[src/rtl/dma_bus_pkg.sv]
// rtl/dma_bus_pkg.sv - shared state encoding, strobe ordering and bus types for the DMA bus arbiter
package dma_bus_pkg;

    localparam int ADDR_W               = 16;
    localparam int DATA_W               = 8;
    localparam int DEFAULT_GUARD_CYCLES = 2;
    localparam int GUARD_CNT_W          = 4;

    localparam logic [2:0] ST_CPU_OWNS  = 3'd0;
    localparam logic [2:0] ST_REQ_WAIT  = 3'd1;
    localparam logic [2:0] ST_GUARD_IN  = 3'd2;
    localparam logic [2:0] ST_DMA_OWNS  = 3'd3;
    localparam logic [2:0] ST_GUARD_OUT = 3'd4;
    localparam logic [2:0] ST_REL_WAIT  = 3'd5;

    typedef enum logic [2:0] {
        S_CPU_OWNS  = ST_CPU_OWNS,
        S_REQ_WAIT  = ST_REQ_WAIT,
        S_GUARD_IN  = ST_GUARD_IN,
        S_DMA_OWNS  = ST_DMA_OWNS,
        S_GUARD_OUT = ST_GUARD_OUT,
        S_REL_WAIT  = ST_REL_WAIT
    } arb_state_t;

    // Strobe bundle bit positions, packed as {mreq, iorq, rd, wr}
    localparam int STB_MREQ = 3;
    localparam int STB_IORQ = 2;
    localparam int STB_RD   = 1;
    localparam int STB_WR   = 0;

    localparam logic [3:0] STB_IDLE = 4'b1111;

    typedef struct packed {
        logic [ADDR_W-1:0] addr;
        logic [DATA_W-1:0] data;
        logic [3:0]        stb;
    } bus_drive_t;

    // Dead cycle: keep address/data stable, deassert every strobe
    function automatic bus_drive_t quiesce(input bus_drive_t cur);
        bus_drive_t r;
        r     = cur;
        r.stb = STB_IDLE;
        return r;
    endfunction

endpackage

[src/rtl/dma_bus_arbiter_if.sv]
// rtl/dma_bus_arbiter_if.sv - DMA, CPU and shared-bus signal bundle for the arbiter
interface dma_bus_arbiter_if;
    import dma_bus_pkg::*;

    logic              dma_busrq_n;
    logic              dma_busak_n;
    logic [ADDR_W-1:0] dma_a;
    logic [DATA_W-1:0] dma_dout;
    logic              dma_mreq_n;
    logic              dma_iorq_n;
    logic              dma_rd_n;
    logic              dma_wr_n;
    logic [DATA_W-1:0] dma_din;

    logic [ADDR_W-1:0] cpu_a;
    logic [DATA_W-1:0] cpu_dout;
    logic              cpu_mreq_n;
    logic              cpu_iorq_n;
    logic              cpu_rd_n;
    logic              cpu_wr_n;
    logic              cpu_busrq_n;
    logic              cpu_busak_n;

    logic [ADDR_W-1:0] bus_a;
    logic [DATA_W-1:0] bus_dout;
    logic              bus_mreq_n;
    logic              bus_iorq_n;
    logic              bus_rd_n;
    logic              bus_wr_n;
    logic [DATA_W-1:0] bus_din;

    modport slave (
        input  dma_busrq_n, dma_a, dma_dout, dma_mreq_n, dma_iorq_n, dma_rd_n, dma_wr_n,
        input  cpu_a, cpu_dout, cpu_mreq_n, cpu_iorq_n, cpu_rd_n, cpu_wr_n, cpu_busak_n,
        input  bus_din,
        output dma_busak_n, dma_din, cpu_busrq_n,
        output bus_a, bus_dout, bus_mreq_n, bus_iorq_n, bus_rd_n, bus_wr_n
    );

    modport master (
        output dma_busrq_n, dma_a, dma_dout, dma_mreq_n, dma_iorq_n, dma_rd_n, dma_wr_n,
        output cpu_a, cpu_dout, cpu_mreq_n, cpu_iorq_n, cpu_rd_n, cpu_wr_n, cpu_busak_n,
        output bus_din,
        input  dma_busak_n, dma_din, cpu_busrq_n,
        input  bus_a, bus_dout, bus_mreq_n, bus_iorq_n, bus_rd_n, bus_wr_n
    );

endinterface

[src/rtl/bus_guard_counter.sv]
// rtl/bus_guard_counter.sv - loadable down-counter timing the dead cycles around an ownership switch
module bus_guard_counter
    import dma_bus_pkg::*;
#(
    parameter int W = GUARD_CNT_W
) (
    input  logic         clk,
    input  logic         rst,
    input  logic         i_load,
    input  logic [W-1:0] i_load_val,
    input  logic         i_dec,
    output logic         o_zero,
    output logic         o_last
);

    localparam logic [W-1:0] ONE = {{(W-1){1'b0}}, 1'b1};

    logic [W-1:0] r_count;

    always_ff @(posedge clk) begin
        if (rst) begin
            r_count <= '0;
        end else if (i_load) begin
            r_count <= i_load_val;
        end else if (i_dec && (r_count != '0)) begin
            r_count <= r_count - ONE;
        end
    end

    assign o_zero = (r_count == '0);
    // o_last marks the final guard cycle, letting the FSM switch owner on the edge that reaches zero
    assign o_last = (r_count == ONE);

endmodule

[src/rtl/dma_bus_arbiter.sv]
// rtl/dma_bus_arbiter.sv - hands the shared Z80 bus between the T80 and the DMA with guarded switchovers
module dma_bus_arbiter
    import dma_bus_pkg::*;
#(
    parameter int GUARD_CYCLES = DEFAULT_GUARD_CYCLES,
    parameter int HOLD_CNT_W   = 16
) (
    input  logic                  clk,
    input  logic                  rst,
    dma_bus_arbiter_if.slave      bif,
    output logic                  dma_owner,
    output logic [HOLD_CNT_W-1:0] hold_cycles
);

    localparam logic [GUARD_CNT_W-1:0] GUARD_LOAD = GUARD_CNT_W'(GUARD_CYCLES);
    localparam logic [HOLD_CNT_W-1:0]  HOLD_MAX   = '1;
    localparam logic [HOLD_CNT_W-1:0]  HOLD_ONE   = {{(HOLD_CNT_W-1){1'b0}}, 1'b1};

    arb_state_t              r_state;
    logic                    r_cpu_busrq_n;
    logic                    r_dma_busak_n;
    logic                    r_dma_owner;
    logic [HOLD_CNT_W-1:0]   r_hold;
    bus_drive_t              r_bus;

    bus_drive_t              w_cpu_drive;
    bus_drive_t              w_dma_drive;
    logic                    w_cnt_load;
    logic                    w_cnt_dec;
    logic                    w_cnt_zero;
    logic                    w_cnt_last;
    logic                    w_guard_done;

    assign w_cpu_drive.addr = bif.cpu_a;
    assign w_cpu_drive.data = bif.cpu_dout;
    assign w_cpu_drive.stb  = {bif.cpu_mreq_n, bif.cpu_iorq_n, bif.cpu_rd_n, bif.cpu_wr_n};

    assign w_dma_drive.addr = bif.dma_a;
    assign w_dma_drive.data = bif.dma_dout;
    assign w_dma_drive.stb  = {bif.dma_mreq_n, bif.dma_iorq_n, bif.dma_rd_n, bif.dma_wr_n};

    // The counter is armed on the same edge that enters either guard state
    assign w_cnt_load = ((r_state == S_REQ_WAIT) && !bif.dma_busrq_n && !bif.cpu_busak_n) ||
                        ((r_state == S_DMA_OWNS) && bif.dma_busrq_n);
    assign w_cnt_dec  = (r_state == S_GUARD_IN) || (r_state == S_GUARD_OUT);
    assign w_guard_done = w_cnt_last || w_cnt_zero;

    bus_guard_counter #(
        .W (GUARD_CNT_W)
    ) u_guard_cnt (
        .clk        (clk),
        .rst        (rst),
        .i_load     (w_cnt_load),
        .i_load_val (GUARD_LOAD),
        .i_dec      (w_cnt_dec),
        .o_zero     (w_cnt_zero),
        .o_last     (w_cnt_last)
    );

    always_ff @(posedge clk) begin
        if (rst) begin
            r_state       <= S_CPU_OWNS;
            r_cpu_busrq_n <= 1'b1;
            r_dma_busak_n <= 1'b1;
            r_dma_owner   <= 1'b0;
            r_hold        <= '0;
            r_bus         <= '{addr: '0, data: '0, stb: STB_IDLE};
        end else begin
            case (r_state)
                S_CPU_OWNS: begin
                    r_bus <= w_cpu_drive;
                    if (!bif.dma_busrq_n) begin
                        r_cpu_busrq_n <= 1'b0;
                        r_state       <= S_REQ_WAIT;
                    end
                end
                S_REQ_WAIT: begin
                    // A withdrawn request beats a grant seen on the same edge
                    if (bif.dma_busrq_n) begin
                        r_cpu_busrq_n <= 1'b1;
                        r_bus         <= quiesce(r_bus);
                        r_state       <= S_REL_WAIT;
                    end else if (!bif.cpu_busak_n) begin
                        r_bus   <= quiesce(r_bus);
                        r_state <= S_GUARD_IN;
                    end else begin
                        r_bus <= w_cpu_drive;
                    end
                end
                S_GUARD_IN: begin
                    if (w_guard_done) begin
                        r_dma_busak_n <= 1'b0;
                        r_dma_owner   <= 1'b1;
                        r_hold        <= '0;
                        r_bus         <= w_dma_drive;
                        r_state       <= S_DMA_OWNS;
                    end else begin
                        r_bus <= quiesce(r_bus);
                    end
                end
                S_DMA_OWNS: begin
                    if (r_hold != HOLD_MAX) begin
                        r_hold <= r_hold + HOLD_ONE;
                    end
                    if (bif.dma_busrq_n) begin
                        r_dma_busak_n <= 1'b1;
                        r_dma_owner   <= 1'b0;
                        r_bus         <= quiesce(r_bus);
                        r_state       <= S_GUARD_OUT;
                    end else begin
                        r_bus <= w_dma_drive;
                    end
                end
                S_GUARD_OUT: begin
                    r_bus <= quiesce(r_bus);
                    if (w_guard_done) begin
                        r_cpu_busrq_n <= 1'b1;
                        r_state       <= S_REL_WAIT;
                    end
                end
                S_REL_WAIT: begin
                    // Always passes through CPU_OWNS, so the CPU gets a cycle before any new burst
                    if (bif.cpu_busak_n) begin
                        r_bus   <= w_cpu_drive;
                        r_state <= S_CPU_OWNS;
                    end else begin
                        r_bus <= quiesce(r_bus);
                    end
                end
                default: begin
                    r_cpu_busrq_n <= 1'b1;
                    r_dma_busak_n <= 1'b1;
                    r_dma_owner   <= 1'b0;
                    r_bus         <= quiesce(r_bus);
                    r_state       <= S_CPU_OWNS;
                end
            endcase
        end
    end

    assign bif.bus_a       = r_bus.addr;
    assign bif.bus_dout    = r_bus.data;
    assign bif.bus_mreq_n  = r_bus.stb[STB_MREQ];
    assign bif.bus_iorq_n  = r_bus.stb[STB_IORQ];
    assign bif.bus_rd_n    = r_bus.stb[STB_RD];
    assign bif.bus_wr_n    = r_bus.stb[STB_WR];

    assign bif.cpu_busrq_n = r_cpu_busrq_n;
    assign bif.dma_busak_n = r_dma_busak_n;
    assign bif.dma_din     = bif.bus_din;

    assign dma_owner   = r_dma_owner;
    assign hold_cycles = r_hold;

endmodule
[src/flat_wrapper.sv]
// flat-port wrapper written by rule: the top's interface ports become plain ports
module dma_bus_arbiter_flat import dma_bus_pkg::*;
#(
    parameter int GUARD_CYCLES = DEFAULT_GUARD_CYCLES,
    parameter int HOLD_CNT_W   = 16
)
  (clk, rst, dma_owner, hold_cycles, bif_dma_busrq_n, bif_dma_a, bif_dma_dout, bif_dma_mreq_n, bif_dma_iorq_n, bif_dma_rd_n, bif_dma_wr_n, bif_cpu_a, bif_cpu_dout, bif_cpu_mreq_n, bif_cpu_iorq_n, bif_cpu_rd_n, bif_cpu_wr_n, bif_cpu_busak_n, bif_bus_din, bif_dma_busak_n, bif_dma_din, bif_cpu_busrq_n, bif_bus_a, bif_bus_dout, bif_bus_mreq_n, bif_bus_iorq_n, bif_bus_rd_n, bif_bus_wr_n);
  dma_bus_arbiter_if bif_i ();
  input  logic clk;
  input  logic rst;
  output logic dma_owner;
  output logic [HOLD_CNT_W-1:0] hold_cycles;
  input wire logic [$bits(bif_i.dma_busrq_n)-1:0] bif_dma_busrq_n;
  input wire logic [$bits(bif_i.dma_a)-1:0] bif_dma_a;
  input wire logic [$bits(bif_i.dma_dout)-1:0] bif_dma_dout;
  input wire logic [$bits(bif_i.dma_mreq_n)-1:0] bif_dma_mreq_n;
  input wire logic [$bits(bif_i.dma_iorq_n)-1:0] bif_dma_iorq_n;
  input wire logic [$bits(bif_i.dma_rd_n)-1:0] bif_dma_rd_n;
  input wire logic [$bits(bif_i.dma_wr_n)-1:0] bif_dma_wr_n;
  input wire logic [$bits(bif_i.cpu_a)-1:0] bif_cpu_a;
  input wire logic [$bits(bif_i.cpu_dout)-1:0] bif_cpu_dout;
  input wire logic [$bits(bif_i.cpu_mreq_n)-1:0] bif_cpu_mreq_n;
  input wire logic [$bits(bif_i.cpu_iorq_n)-1:0] bif_cpu_iorq_n;
  input wire logic [$bits(bif_i.cpu_rd_n)-1:0] bif_cpu_rd_n;
  input wire logic [$bits(bif_i.cpu_wr_n)-1:0] bif_cpu_wr_n;
  input wire logic [$bits(bif_i.cpu_busak_n)-1:0] bif_cpu_busak_n;
  input wire logic [$bits(bif_i.bus_din)-1:0] bif_bus_din;
  output wire logic [$bits(bif_i.dma_busak_n)-1:0] bif_dma_busak_n;
  output wire logic [$bits(bif_i.dma_din)-1:0] bif_dma_din;
  output wire logic [$bits(bif_i.cpu_busrq_n)-1:0] bif_cpu_busrq_n;
  output wire logic [$bits(bif_i.bus_a)-1:0] bif_bus_a;
  output wire logic [$bits(bif_i.bus_dout)-1:0] bif_bus_dout;
  output wire logic [$bits(bif_i.bus_mreq_n)-1:0] bif_bus_mreq_n;
  output wire logic [$bits(bif_i.bus_iorq_n)-1:0] bif_bus_iorq_n;
  output wire logic [$bits(bif_i.bus_rd_n)-1:0] bif_bus_rd_n;
  output wire logic [$bits(bif_i.bus_wr_n)-1:0] bif_bus_wr_n;
  assign bif_i.dma_busrq_n = bif_dma_busrq_n;
  assign bif_i.dma_a = bif_dma_a;
  assign bif_i.dma_dout = bif_dma_dout;
  assign bif_i.dma_mreq_n = bif_dma_mreq_n;
  assign bif_i.dma_iorq_n = bif_dma_iorq_n;
  assign bif_i.dma_rd_n = bif_dma_rd_n;
  assign bif_i.dma_wr_n = bif_dma_wr_n;
  assign bif_i.cpu_a = bif_cpu_a;
  assign bif_i.cpu_dout = bif_cpu_dout;
  assign bif_i.cpu_mreq_n = bif_cpu_mreq_n;
  assign bif_i.cpu_iorq_n = bif_cpu_iorq_n;
  assign bif_i.cpu_rd_n = bif_cpu_rd_n;
  assign bif_i.cpu_wr_n = bif_cpu_wr_n;
  assign bif_i.cpu_busak_n = bif_cpu_busak_n;
  assign bif_i.bus_din = bif_bus_din;
  assign bif_dma_busak_n = bif_i.dma_busak_n;
  assign bif_dma_din = bif_i.dma_din;
  assign bif_cpu_busrq_n = bif_i.cpu_busrq_n;
  assign bif_bus_a = bif_i.bus_a;
  assign bif_bus_dout = bif_i.bus_dout;
  assign bif_bus_mreq_n = bif_i.bus_mreq_n;
  assign bif_bus_iorq_n = bif_i.bus_iorq_n;
  assign bif_bus_rd_n = bif_i.bus_rd_n;
  assign bif_bus_wr_n = bif_i.bus_wr_n;
  dma_bus_arbiter #(.GUARD_CYCLES(GUARD_CYCLES), .HOLD_CNT_W(HOLD_CNT_W)) u_core (.clk(clk), .rst(rst), .bif(bif_i), .dma_owner(dma_owner), .hold_cycles(hold_cycles));
endmodule
[config.mk]
export PLATFORM = sky130hd
export DESIGN_NAME = dma_bus_arbiter_flat
export DESIGN_NICKNAME = d
export VERILOG_FILES = /design/src/rtl/dma_bus_pkg.sv /design/src/rtl/dma_bus_arbiter_if.sv /design/src/rtl/bus_guard_counter.sv /design/src/rtl/dma_bus_arbiter.sv /design/src/flat_wrapper.sv
export SDC_FILE = /design/constraint.sdc
export NUM_CORES = 1
export LEC_CHECK = 0
export CAP_MARGIN = 20
export CORE_ASPECT_RATIO = 0.7
export CORE_UTILIZATION = 37
export CTS_CLUSTER_DIAMETER = 40
export DETAILED_ROUTE_END_ITERATION = 12
export GPL_TIMING_DRIVEN = 1
export PLACE_DENSITY = 0.86
export SYNTH_ARGS = -nofsm -noshare
export SYNTH_HDL_FRONTEND = slang
export SYNTH_SLANG_ARGS = --single-unit
[constraint.sdc]
create_clock -name clk -period 1.83 [get_ports clk]
set_input_delay 0.366 -clock clk [delete_from_list [all_inputs] [get_ports clk]]
set_output_delay 0.366 -clock clk [all_outputs]
set_load 0.01 [all_outputs]
==> Word-level counts from Yosys, hierarchy flattened <==
Index checks and enable logic that the tools add are counted.
{ "classes": {"add_sub_neg": 2, "multipliers": 0, "div": 0, "magnitude_cmp": 0, "eq_ne": 17, "shifts": 0, "mux": 26, "bitwise_logic": 2, "reduce_logical": 23} }
{ "op_table": {"columns": ["cell", "n"], "rows": [
  ["$pmux 28 s5", 1],
  ["$mux 28", 4],
  ["$mux 16", 2],
  ["$pmux 16 s2", 1],
  ["$mux 3", 7],
  ["$pmux 3 s6", 1],
  ["$add 16x1->16 const B", 1],
  ["$ne 16x16->1 const B", 1],
  ["$ne 2x2->1 const B", 7],
  ["$reduce_and 4->1", 2],
  ["$eq 3x2->1 const B", 2],
  ["$eq 3x3->1 const B", 2],
  ["$pmux 1 s3", 2],
  ["$reduce_and 3->1", 2],
  ["$reduce_and 6->1", 1],
  ["$mux 1", 5],
  ["$reduce_bool 5->1", 1],
  ["$eq 4x1->1 const B", 1],
  ["$logic_and 1x1->1", 4],
  ["$logic_not 4->1", 1],
  ["$mux 2", 2],
  ["$ne 2x1->1 const B", 2],
  ["$pmux 1 s4", 1],
  ["$reduce_bool 2->1", 2],
  ["11 further kinds", 15]
]} }
{ "totals": {"reg_bits": 54, "latchBits": 0, "mem_bits_rw": 0, "mem_bits_ro": 0, "in_bits": 68, "output_inout_bits": 55, "wordCells": 80, "n_memories": 0} }

==> Depth between registers and ports, before layout <==
Gate-level depths: netlist of run 1.
{ "logic_depth": {"word_depth": 5, "depth_mapped": 9, "depth_no_buf": 7} }

==> By module <==
A second synthesis of run 1 with hierarchy kept.
{ "unflattened": {"cells_unflattened": 319, "hier_area_um2": 2717.6} }
{ "modules_own_cells": {"columns": ["module", "n_inst", "cells_per_inst", "area_each_um2", "seq_area_each_um2"], "rows": [
  ["dma_bus_arbiter", 1, 288, 2434.8, 1001.0],
  ["bus_guard_counter", 1, 31, 282.8, 80.1]
]} }

==> Worst setup path after synthesis of run 1 <==
No wires, ideal clock.
{ "synth_path": {"path_kind": "reg-to-reg", "startpoint": "register u_core.u_guard_cnt.r_count[0]", "endpoint": "register u_core.r_bus, in the netlist u_core.bif.bus_a[0]", "setup_ps": 57, "arrival_ps": 1941, "required_time_ps": 1773, "path_slack_ps": -168, "stages_incl_launch_ff": 10, "n_path_buf": 2, "synth_period_minus_slack_ps": 1998, "path_cell_list": "dfxtp_1 -> inv_1 -> ha_1 -> or2_2 -> a21oi_1 -> a221o_1 -> and2_1 -> clkbuf_1 -> buf_2 -> a21o_1"} }
{ "synth_via": {"elab_chain_len": 4, "word_cells_on_any_way": 5, "classes_between": "2 x eq/ne; 3 x reduce/logical"} }
{ "synth_lines": {"columns": ["element", "line_no", "text"], "rows": [
  ["start, declared", "bus_guard_counter.sv:18", "logic [W-1:0] r_count;"],
  ["start signal, assigned", "bus_guard_counter.sv:24", "r_count <= i_load_val;"],
  ["start signal, assigned", "bus_guard_counter.sv:26", "r_count <= r_count - ONE;"],
  ["$eq 4x1->1 or $logic_not 4->1 (tied branches)", "bus_guard_counter.sv:32, bus_guard_counter.sv:30", null],
  ["$logic_or 1x1->1 *", "dma_bus_arbiter.sv:46", "assign w_guard_done = w_cnt_last || w_cnt_zero;"],
  ["$ne 2x1->1 (no source line) *", null, null],
  ["$reduce_and 4->1 (no source line) *", null, null],
  ["end signal, assigned", "dma_bus_arbiter.sv:67", "r_bus <= '{addr: '0, data: '0, stb: STB_IDLE};"],
  ["end signal, assigned", "dma_bus_arbiter.sv:71", "r_bus <= w_cpu_drive;"],
  ["end signal, assigned", "dma_bus_arbiter.sv:81", "r_bus <= quiesce(r_bus);"],
  ["end, declared", "dma_bus_arbiter.sv:24", "bus_drive_t r_bus;"]
]} }
Mark *: on every way between the ends. The rest lies on a longest branch, timed or not.
A chain may end at the register's enable or synchronous reset.

==> Worst setup path after layout of run 1 <==
{ "layout_path": {"startpoint": "register u_core.r_hold[0], in the netlist u_core.hold_cycles[0]", "endpoint": "register u_core.r_hold[11], in the netlist u_core.hold_cycles[11]"} }
{ "layout_via": {"elab_chain_len": 3, "word_cells_on_any_way": 6, "classes_between": "1 x add/sub; 2 x eq/ne; 2 x mux; 1 x reduce/logical"} }
{ "layout_lines": {"columns": ["element", "line_no", "text"], "rows": [
  ["start, declared", "dma_bus_arbiter.sv:23", "logic [HOLD_CNT_W-1:0] r_hold;"],
  ["start signal, assigned", "dma_bus_arbiter.sv:103", "r_hold <= r_hold + HOLD_ONE;"],
  ["$add 16x1->16 or $ne 16x16->1 (tied branches)", "dma_bus_arbiter.sv:103, dma_bus_arbiter.sv:102", null],
  ["$mux 16 or $ne 2x2->1 (tied branches)", null, null],
  ["$pmux 16 s2 or $reduce_and 3->1 (tied branches)", null, null]
]} }
Several ways; a longest one is shown, not always the timed one. The select of a mux whose other input is x is not followed.

==> reports/summary.md, run 1 <==
In the synthesized netlist the async set-or-reset flop fraction comes to 0%. The die covers 7310 µm². The top cell type by total area after synthesis was sky130_fd_sc_hd__dfxtp_1. First-pass iteration count of the detailed router: 10.

The worst setup path is captured at a flip-flop. The worst setup margin came out at -0.0562 ns. Slowest library cell on the worst path: sky130_fd_sc_hd__or4_4. Worst hold slack: 0.470 ns.

Cell at the root of the clock tree: sky130_fd_sc_hd__clkbuf_8. The number of synthesized flops with an enable pin came out at 0. STA classifies the critical path startpoint as a flip-flop.

The Yosys step of the flow raised 0 warnings. The total CTS buffers came out at 5. After detailed routing, the number of remaining DRC violations is 3.

Power spread over the standard cell area amounts to 715 nW/µm². In this run the tool buffered the top-level ports with 106 buffer cells. VDD sags by at most 0.000425 V. The filler cells instantiated in the layout total 537.

The count of maximum capacitance violations was 0. Averaged over all synthesized cells, the footprint is 8.77 µm². TritonCTS built the clock tree. The most frequently used flop master after synthesis is sky130_fd_sc_hd__dfxtp_1. Traced cell by cell, the critical path runs through ha_4, and3_4, and4_4, a211o_4, or4_4, a21oi_2.

The run gives 40 as the number of library cell types mapped by synthesis. The critical path class was flip-flop to flip-flop. The tools report the antenna diode count as 0.

The total area inside the core boundary comes to 6760 µm². Per-cell via count in the routed design: 5.35. The post-synthesis instance area was 2580 µm²; the fraction of layout instances using a drive strength above 1 was 21.5%. At the end of routability-driven placement, the weighted congestion stood at 0.859. In this run, synthesis produced a sequential element count of 54. For the count of nets after finishing, the log shows 509. The path category of the worst min-delay check is flip-flop to flip-flop.

The logs give 1.84 nW for the leakage power summed over all cells and 0 for the final number of hold-violating endpoints. In the global route stage, overall resource usage came out at 21.9%. On the final layout, the worst clock skew is 0.0120 ns. Detailed routing inserted a total of 2,847 vias. For this run the aggregate overflow at the end of global routing stands at 0. The share of synthesized area in the top cell type comes to 41.9%.

The commonest cells after synthesis are sky130_fd_sc_hd__dfxtp_1 (54), sky130_fd_sc_hd__a21oi_1 (29), sky130_fd_sc_hd__a22o_1 (25). At the pin with the least slew margin, the transition time is 0.370 ns. The tree built by TritonCTS fans out to 54 sinks. Y dimension of the die: 71.8 µm.

In this run the tightest slew margin relative to its limit is 75.1%. The clock period minus final worst setup slack was 1.89 ns; the max-slew violation total from the final report was 0. After clock tree synthesis, the clock-pin slew on the worst setup and hold paths is 0.10 ns. The tools report the number of DRC markers after the initial detailed-route iteration as 141. The count of endpoints failing setup in the final report was 15; the final-layout setup total negative slack was -0.238 ns. The global-route wire length before repair was 12,500 µm; the longest individual stage delay on the worst path was 0.49 ns. For this configuration, the core starts out at a cell density of 38.1%. The final layout contains routed wiring with a total length of 8290 µm. The number of top-level pins is 123.

Setup repair after global routing could not meet its margin everywhere. The maximum fanout along the worst path was 8; the maximum buffer depth of the clock tree was 2. The count of nets left with antenna violations once routing finished came out at 0. The synthesis-to-finish area growth came out at 71.6%.

The run finished, with violations left. In this run the core area contains 25 standard-cell rows. For the sequential-to-total area share from yosys stat, the log shows 41.9%. The family of cells with the greatest summed delay on the critical path was simple AND/OR/NAND/NOR gates. After legalization and detailed placement, the total HPWL measured 5830 µm. The final reports fail on DRC, setup timing. The number of nets in the synthesized netlist is 366. Entering global routing, the biggest net connects 25 pins. In the final layout, flip-flops and latches occupy 1090 µm². The gate count of the mapped netlist was 294; the initial antenna violation count was 0. The overall die width is 102 µm.

The most common cell in the netlist is sky130_fd_sc_hd__dfxtp_1. The hold-fix buffer count after cts was 0; the endpoint arrival time on the critical path was 2.14 ns. The number of buffers and inverters on the critical path is 0. The average wire per standard cell is 15.6 µm, and the clock network latency to the later pin of the worst-skew pair is 0.31 ns.

The number of global-route vias before repair came out at 2,641. Derived from the worst setup path, the maximum achievable clock frequency is 0.530 GHz. In this run the number of H-tree levels came out at 2. The overall power of the completed layout came out at 0.00316 W. Sorting the synthesized cells by area gives the leading types as sky130_fd_sc_hd__dfxtp_1 (42%), sky130_fd_sc_hd__a22o_1 (8.5%), sky130_fd_sc_hd__a21o_1 (7.0%). The final critical path takes up 103% of the cycle. Total area of multi-input combinational cells: 1480 µm².

At the worst endpoint, the required time is 2.08 ns.
[worst paths after layout]
kind,from,end,slack [ns],cells after the start
worst max register to register,u_core.hold_cycles[0],u_core.hold_cycles[11],-0.06,6
worst max-delay path,u_core.hold_cycles[0],u_core.hold_cycles[11],-0.06,6
worst min-delay path,u_core.bif.bus_dout[1],u_core.bif.bus_dout[1],0.47,1
worst min register to register,u_core.bif.bus_dout[1],u_core.bif.bus_dout[1],0.47,1
[cells by family after synthesis]
family,count (synthesis),share of synthesized area [%]
compound gates,112,30.3
xor+xnor,5,1.70
fa+ha+maj,5,2.33
buf+inv,33,6.65
flops,54,41.9
simple gates,85,17.1
[routing by layer]
layer	track usage, %	vias up	part of all wire, %
met4	6.44	0	0.96
met2	36.6	98	51
met3	3.61	9	4.8
met1	29.2	1382	43
met5	0	-	0
li1	-	1358	-
[cells in the final DEF (no fill, tap or decap), types with 2 or more instances in the layout]
master	Yosys	layout
sky130_fd_sc_hd__nand2b_1	6	6
sky130_fd_sc_hd__or3_1	5	4
sky130_fd_sc_hd__nand3_1	10	10
sky130_fd_sc_hd__ha_4	0	3
sky130_fd_sc_hd__a21oi_2	0	2
sky130_fd_sc_hd__or4_4	0	2
sky130_fd_sc_hd__dfxtp_1	54	50
sky130_fd_sc_hd__nor3_1	7	5
sky130_fd_sc_hd__buf_12	0	3
sky130_fd_sc_hd__nor2_1	23	21
sky130_fd_sc_hd__dfxtp_2	0	3
sky130_fd_sc_hd__or4_1	5	3
sky130_fd_sc_hd__a21oi_1	29	26
sky130_fd_sc_hd__and3_1	4	4
sky130_fd_sc_hd__a22o_1	25	25
sky130_fd_sc_hd__inv_4	0	2
sky130_fd_sc_hd__a21o_1	24	24
sky130_fd_sc_hd__xor2_1	2	2
sky130_fd_sc_hd__a211o_1	5	4
sky130_fd_sc_hd__o31ai_4	0	2
sky130_fd_sc_hd__clkdlybuf4s50_1	0	106
sky130_fd_sc_hd__o31ai_1	7	4
sky130_fd_sc_hd__clkbuf_16	0	2
sky130_fd_sc_hd__nand2_1	14	14
sky130_fd_sc_hd__buf_4	9	44
sky130_fd_sc_hd__nor2b_1	4	4
sky130_fd_sc_hd__o21ai_0	13	13
sky130_fd_sc_hd__and4_4	2	2
sky130_fd_sc_hd__nor3_2	0	2
sky130_fd_sc_hd__inv_1	7	5
sky130_fd_sc_hd__xnor2_1	3	3
sky130_fd_sc_hd__buf_6	1	6
sky130_fd_sc_hd__clkbuf_8	0	5
[stage by stage]
step	cell area, µm²	util, %	setup slack, ns	cells
after floorplan	2610	-	-0.00682	294
after global placement	4000	59.2	-0.109	512
after detailed placement	4000	59.2	-0.167	512
after CTS	4280	63.3	-0.0594	528
after global routing	4420	65.5	-0.107	532
final	4420	65.5	-0.0562	532
[where the power goes]
group | switching, W | internal, W | leakage (nW)
clock | 0.000395 | 0.000409 | 0.0514
sequential | 0.0000703 | 0.00128 | 0.445
combinational | 0.000416 | 0.000589 | 1.35
total | 0.000881 | 0.00228 | 1.84
[state kept, by name, summed over array words and instances, names as in the netlist]
register,flops
u_core.u_guard_cnt.r_count,4
u_core.bif.bus_mreq_n,1
u_core.r_state,3
u_core.bif.cpu_busrq_n,1
u_core.bif.dma_busak_n,1
u_core.hold_cycles,16
u_core.bif.bus_rd_n,1
u_core.bif.bus_iorq_n,1
u_core.bif.bus_wr_n,1
u_core.dma_owner,1
u_core.bif.bus_dout,8
u_core.bif.bus_a,16
[layout make-up]
class	count	area share, %
tap	94	2.66
multi-input combinational	207	33.4
timing repair buffer	162	36.1
inverter	7	0.707
clock inverter	2	0.849
clock buffer	6	1.64
sequential	54	24.6
[timing repair]
| item | CTS | global route |
|---|---|---|
| pin swaps | 12 | 29 |
| endpoints found under the hold margin | 0 | 0 |
| gates resized for setup | 26 | 17 |
| gates cloned | 1 | 2 |
| buffers inserted | 7 | 2 |
| endpoints found under the setup margin | 42 | 42 |
Note: power is estimated with default switching activity, not from simulation.
==> run 2, diff against run 1 <==
--- a/config.mk
+++ b/config.mk
@@ -11,7 +11,7 @@
 export CTS_CLUSTER_DIAMETER = 40
 export DETAILED_ROUTE_END_ITERATION = 12
 export GPL_TIMING_DRIVEN = 1
-export PLACE_DENSITY = 0.86
+export PLACE_DENSITY_LB_ADDON = 0.3
 export SYNTH_ARGS = -nofsm -noshare
 export SYNTH_HDL_FRONTEND = slang
 export SYNTH_SLANG_ARGS = --single-unit
==> run 2 against run 1 <==
The run ends with setup timing left. Setup slack got worse by 0.027 ns. Combinational power is 7% lower. Register-to-register slack worse by 0.03 ns. Count of clock-buffer cells in the layout shrank 1. Power shrank 5.7%. Critical path depth stayed put. Routed wire length fell by 6.5%. Cell area fell by 3.5%. Clock power shrank 15%. Utilization fell by 2.3 points. Sequential share of layout area increased by 0.87 points. First-iteration DRC count decreased by 14%. Largest cell class is now multi-input gates. Largest power group unchanged. Highest routed layer unchanged.
==> reports/summary.md, run 2 (synthesis results as in run 1) <==
The tools report the count of endpoints failing setup in the final report as 23 (+8). The transition time of the tightest slew-check pin was 0.409 ns (+0.0386 ns); the total wire length was 7750 µm (-6.5%). Overall die width: 102 µm (unchanged).

Cell at the root of the clock tree: sky130_fd_sc_hd__clkbuf_8. The y dimension of the die was 71.8 µm (unchanged). The portion of the clock cycle consumed by the worst path in the final layout works out to 105% (+1.5 points). The number of global-route vias before repair was 2,501 (-5.3%); the worst slew margin relative to its limit was 72.7% (-2.4 points). The antenna diode count was 0 (unchanged); the highest clock frequency the design can meet was 0.523 GHz (-1.4%). The run gives 25 (unchanged) as the maximum number of pins on one net before global-route repair. The clock slew at the register clock pins of the worst setup and hold paths came out at 0.10 ns (about the same). The initial core utilization came out at 38.1% (unchanged). For the post-layout instance count excluding filler cells, the log shows 527 (-0.94%). The clock net sink count is 54 (unchanged), and the maximum fanout along the worst path is 7 (-1). The commonest non-fill, non-tap cell in the layout is sky130_fd_sc_hd__clkdlybuf4s50_1.

For the placed instance count, the log shows 511 (-0.20%). TritonCTS built the clock tree. The logs give 0.459 ns (-0.0109 ns) for the worst hold slack and 0.0105 ns (-0.00144 ns) for the maximum clock skew at final layout. The worst setup margin was -0.0829 ns (-0.0268 ns); the final estimated routing congestion in global placement was 0.855 (-0.44%). The first-pass iteration count of the detailed router came out at 5 (-5).

Standard-cell row count: 25 (unchanged). The endpoint class of the critical path is a flip-flop. The endpoint required time on the critical path is 2.08 ns (about the same). The number of levels in the clock H-tree came out at 2 (unchanged). The checks that failed: setup timing. The average wire per standard cell was 14.7 µm (-5.6%); the final number of hold-violating endpoints was 0 (unchanged). The number of top-level pins was 123 (unchanged).

Setup repair after global routing could not meet its margin everywhere. The clock period minus final worst setup slack was 1.91 ns (+0.0268 ns). The logs give 590 (+9.9%) for the fill cell total of the finished layout and 11,600 µm (-6.8%) for the global-route wire length before repair. Number of DRC markers after the initial detailed-route iteration: 121 (-14%). The total area of multi-input combinational cells was 1480 µm² (about the same). The path category of the worst min-delay check was flip-flop to flip-flop. The type of origin of the critical path is a flip-flop.

The run gives 1.79 nW (-3.2%) as the leakage power summed over all cells. The tools report the via count as 2,743 (-3.7%). Count of maximum capacitance violations: 0 (unchanged). Total CTS buffers: 5 (unchanged). The area of all sequential standard cells was 1090 µm² (-0.11%).

The overall overflow remaining after global route is 0 (unchanged), and the overall routing resource usage is 20.0% (-1.9 points). In the layout the commonest cells are sky130_fd_sc_hd__clkdlybuf4s50_1 (106), sky130_fd_sc_hd__dfxtp_1 (49), sky130_fd_sc_hd__buf_4 (42), sky130_fd_sc_hd__a22o_1 (25), sky130_fd_sc_hd__a21o_1 (24). The maximum vdd ir drop was 0.000399 V (-6.2%); the maximum buffer depth of the clock tree was 2 (unchanged). For the area enclosed by the die boundary, the log shows 7310 µm² (unchanged).

The remaining number of nets flagged by the antenna check after routing is 0 (unchanged), and the overall power of the completed layout is 0.00298 W (-5.7%). The per-cell via count in the routed design is 5.20 (-2.7%), and the clock network latency to the later pin of the worst-skew pair is 0.31 ns (about the same). The tools report the core box area as 6760 µm² (unchanged).

The flow ran to the end, but the final reports show violations. The pre-CTS setup slack is -0.194 ns (-0.0269 ns), and the fraction of layout instances using a drive strength above 1 is 21.0% (-0.45 points). The run gives 504 (-0.98%) as the count of nets after finishing. The initial antenna violation count was 0 (unchanged). The number of DRC violations after detailed routing came out at 0 (-3). The port buffer count is 106 (unchanged), and the half-perimeter wire length after detailed placement is 5460 µm (-6.2%). For the max-slew violation total from the final report, the log shows 0 (unchanged). The critical path class is flip-flop to flip-flop.

The power per cell area works out to 699 nW/µm² (-2.3%). The synthesis-to-finish area growth works out to 65.5%. Endpoint arrival time on the critical path: 2.16 ns (+0.02 ns).
[run 2: final cells by class]
type	count	area share [%]
Clock buffer	5	1.61
Clock inverter	3	0.587
Inverter	7	0.674
Multi-Input combinational cell	210	34.6
Sequential cell	54	25.5
Tap cell	94	2.76
Timing Repair Buffer	154	34.3
[run 2: critical path: stages (launching register included)]
cell and delay, ns:
sky130_fd_sc_hd__dfxtp_2 0.35, sky130_fd_sc_hd__ha_4 0.16, sky130_fd_sc_hd__and3_4 0.17, sky130_fd_sc_hd__and4_4 0.19
sky130_fd_sc_hd__a211o_4 0.36, sky130_fd_sc_hd__or4_4 0.49, sky130_fd_sc_hd__a21oi_2 0.13
[run 2: worst paths after layout]
path,depth (start not counted),start,endpoint,slack [ns]
worst max-delay path,6,u_core.hold_cycles[0],u_core.hold_cycles[13],-0.08
worst min-delay path,1,u_core.bif.bus_a[15],u_core.bif.bus_a[15],0.46
worst max register to register,6,u_core.hold_cycles[0],u_core.hold_cycles[13],-0.08
worst min register to register,1,u_core.bif.bus_a[15],u_core.bif.bus_a[15],0.46
[run 2: per-layer routing]
metal	vias up	GRT usage, %	routed length, µm
li1	1352	-	-
met1	1292	27.5	3550
met2	91	32.9	3650
met3	8	4.20	511
met4	0	3.38	44
met5	-	0	0
[run 2: power by group]
part           leakage [nW]  internal, W  switching, W  total [W]
Combinational          1.30     0.000545      0.000398   0.000943
Clock                0.0447     0.000277      0.000409   0.000687
Sequential            0.444      0.00129     0.0000666    0.00135
Total                  1.79      0.00211      0.000874    0.00298
[run 2: what timing repair did]
action | 4_1_cts | 5_1_grt
hold buffers | 0 | 0
pin swaps | 12 | 21
cloned | 1 | 2
setup buffers | 2 | 4
endpoints found under the setup margin | 44 | 40
hold endpoints to repair | 0 | 0
gates resized for setup | 15 | 21
[run 2: per-stage QoR]
step | util [%] | TNS, ns | instance area [µm²]
after floorplan | - | -0.0205 | 2610
after global placement | 59.1 | -4.22 | 4000
after detailed placement | 59.1 | -6.14 | 4000
after CTS | 61.3 | -0.299 | 4140
after global routing | 63.1 | -2.39 | 4270
final | 63.1 | -0.725 | 4270
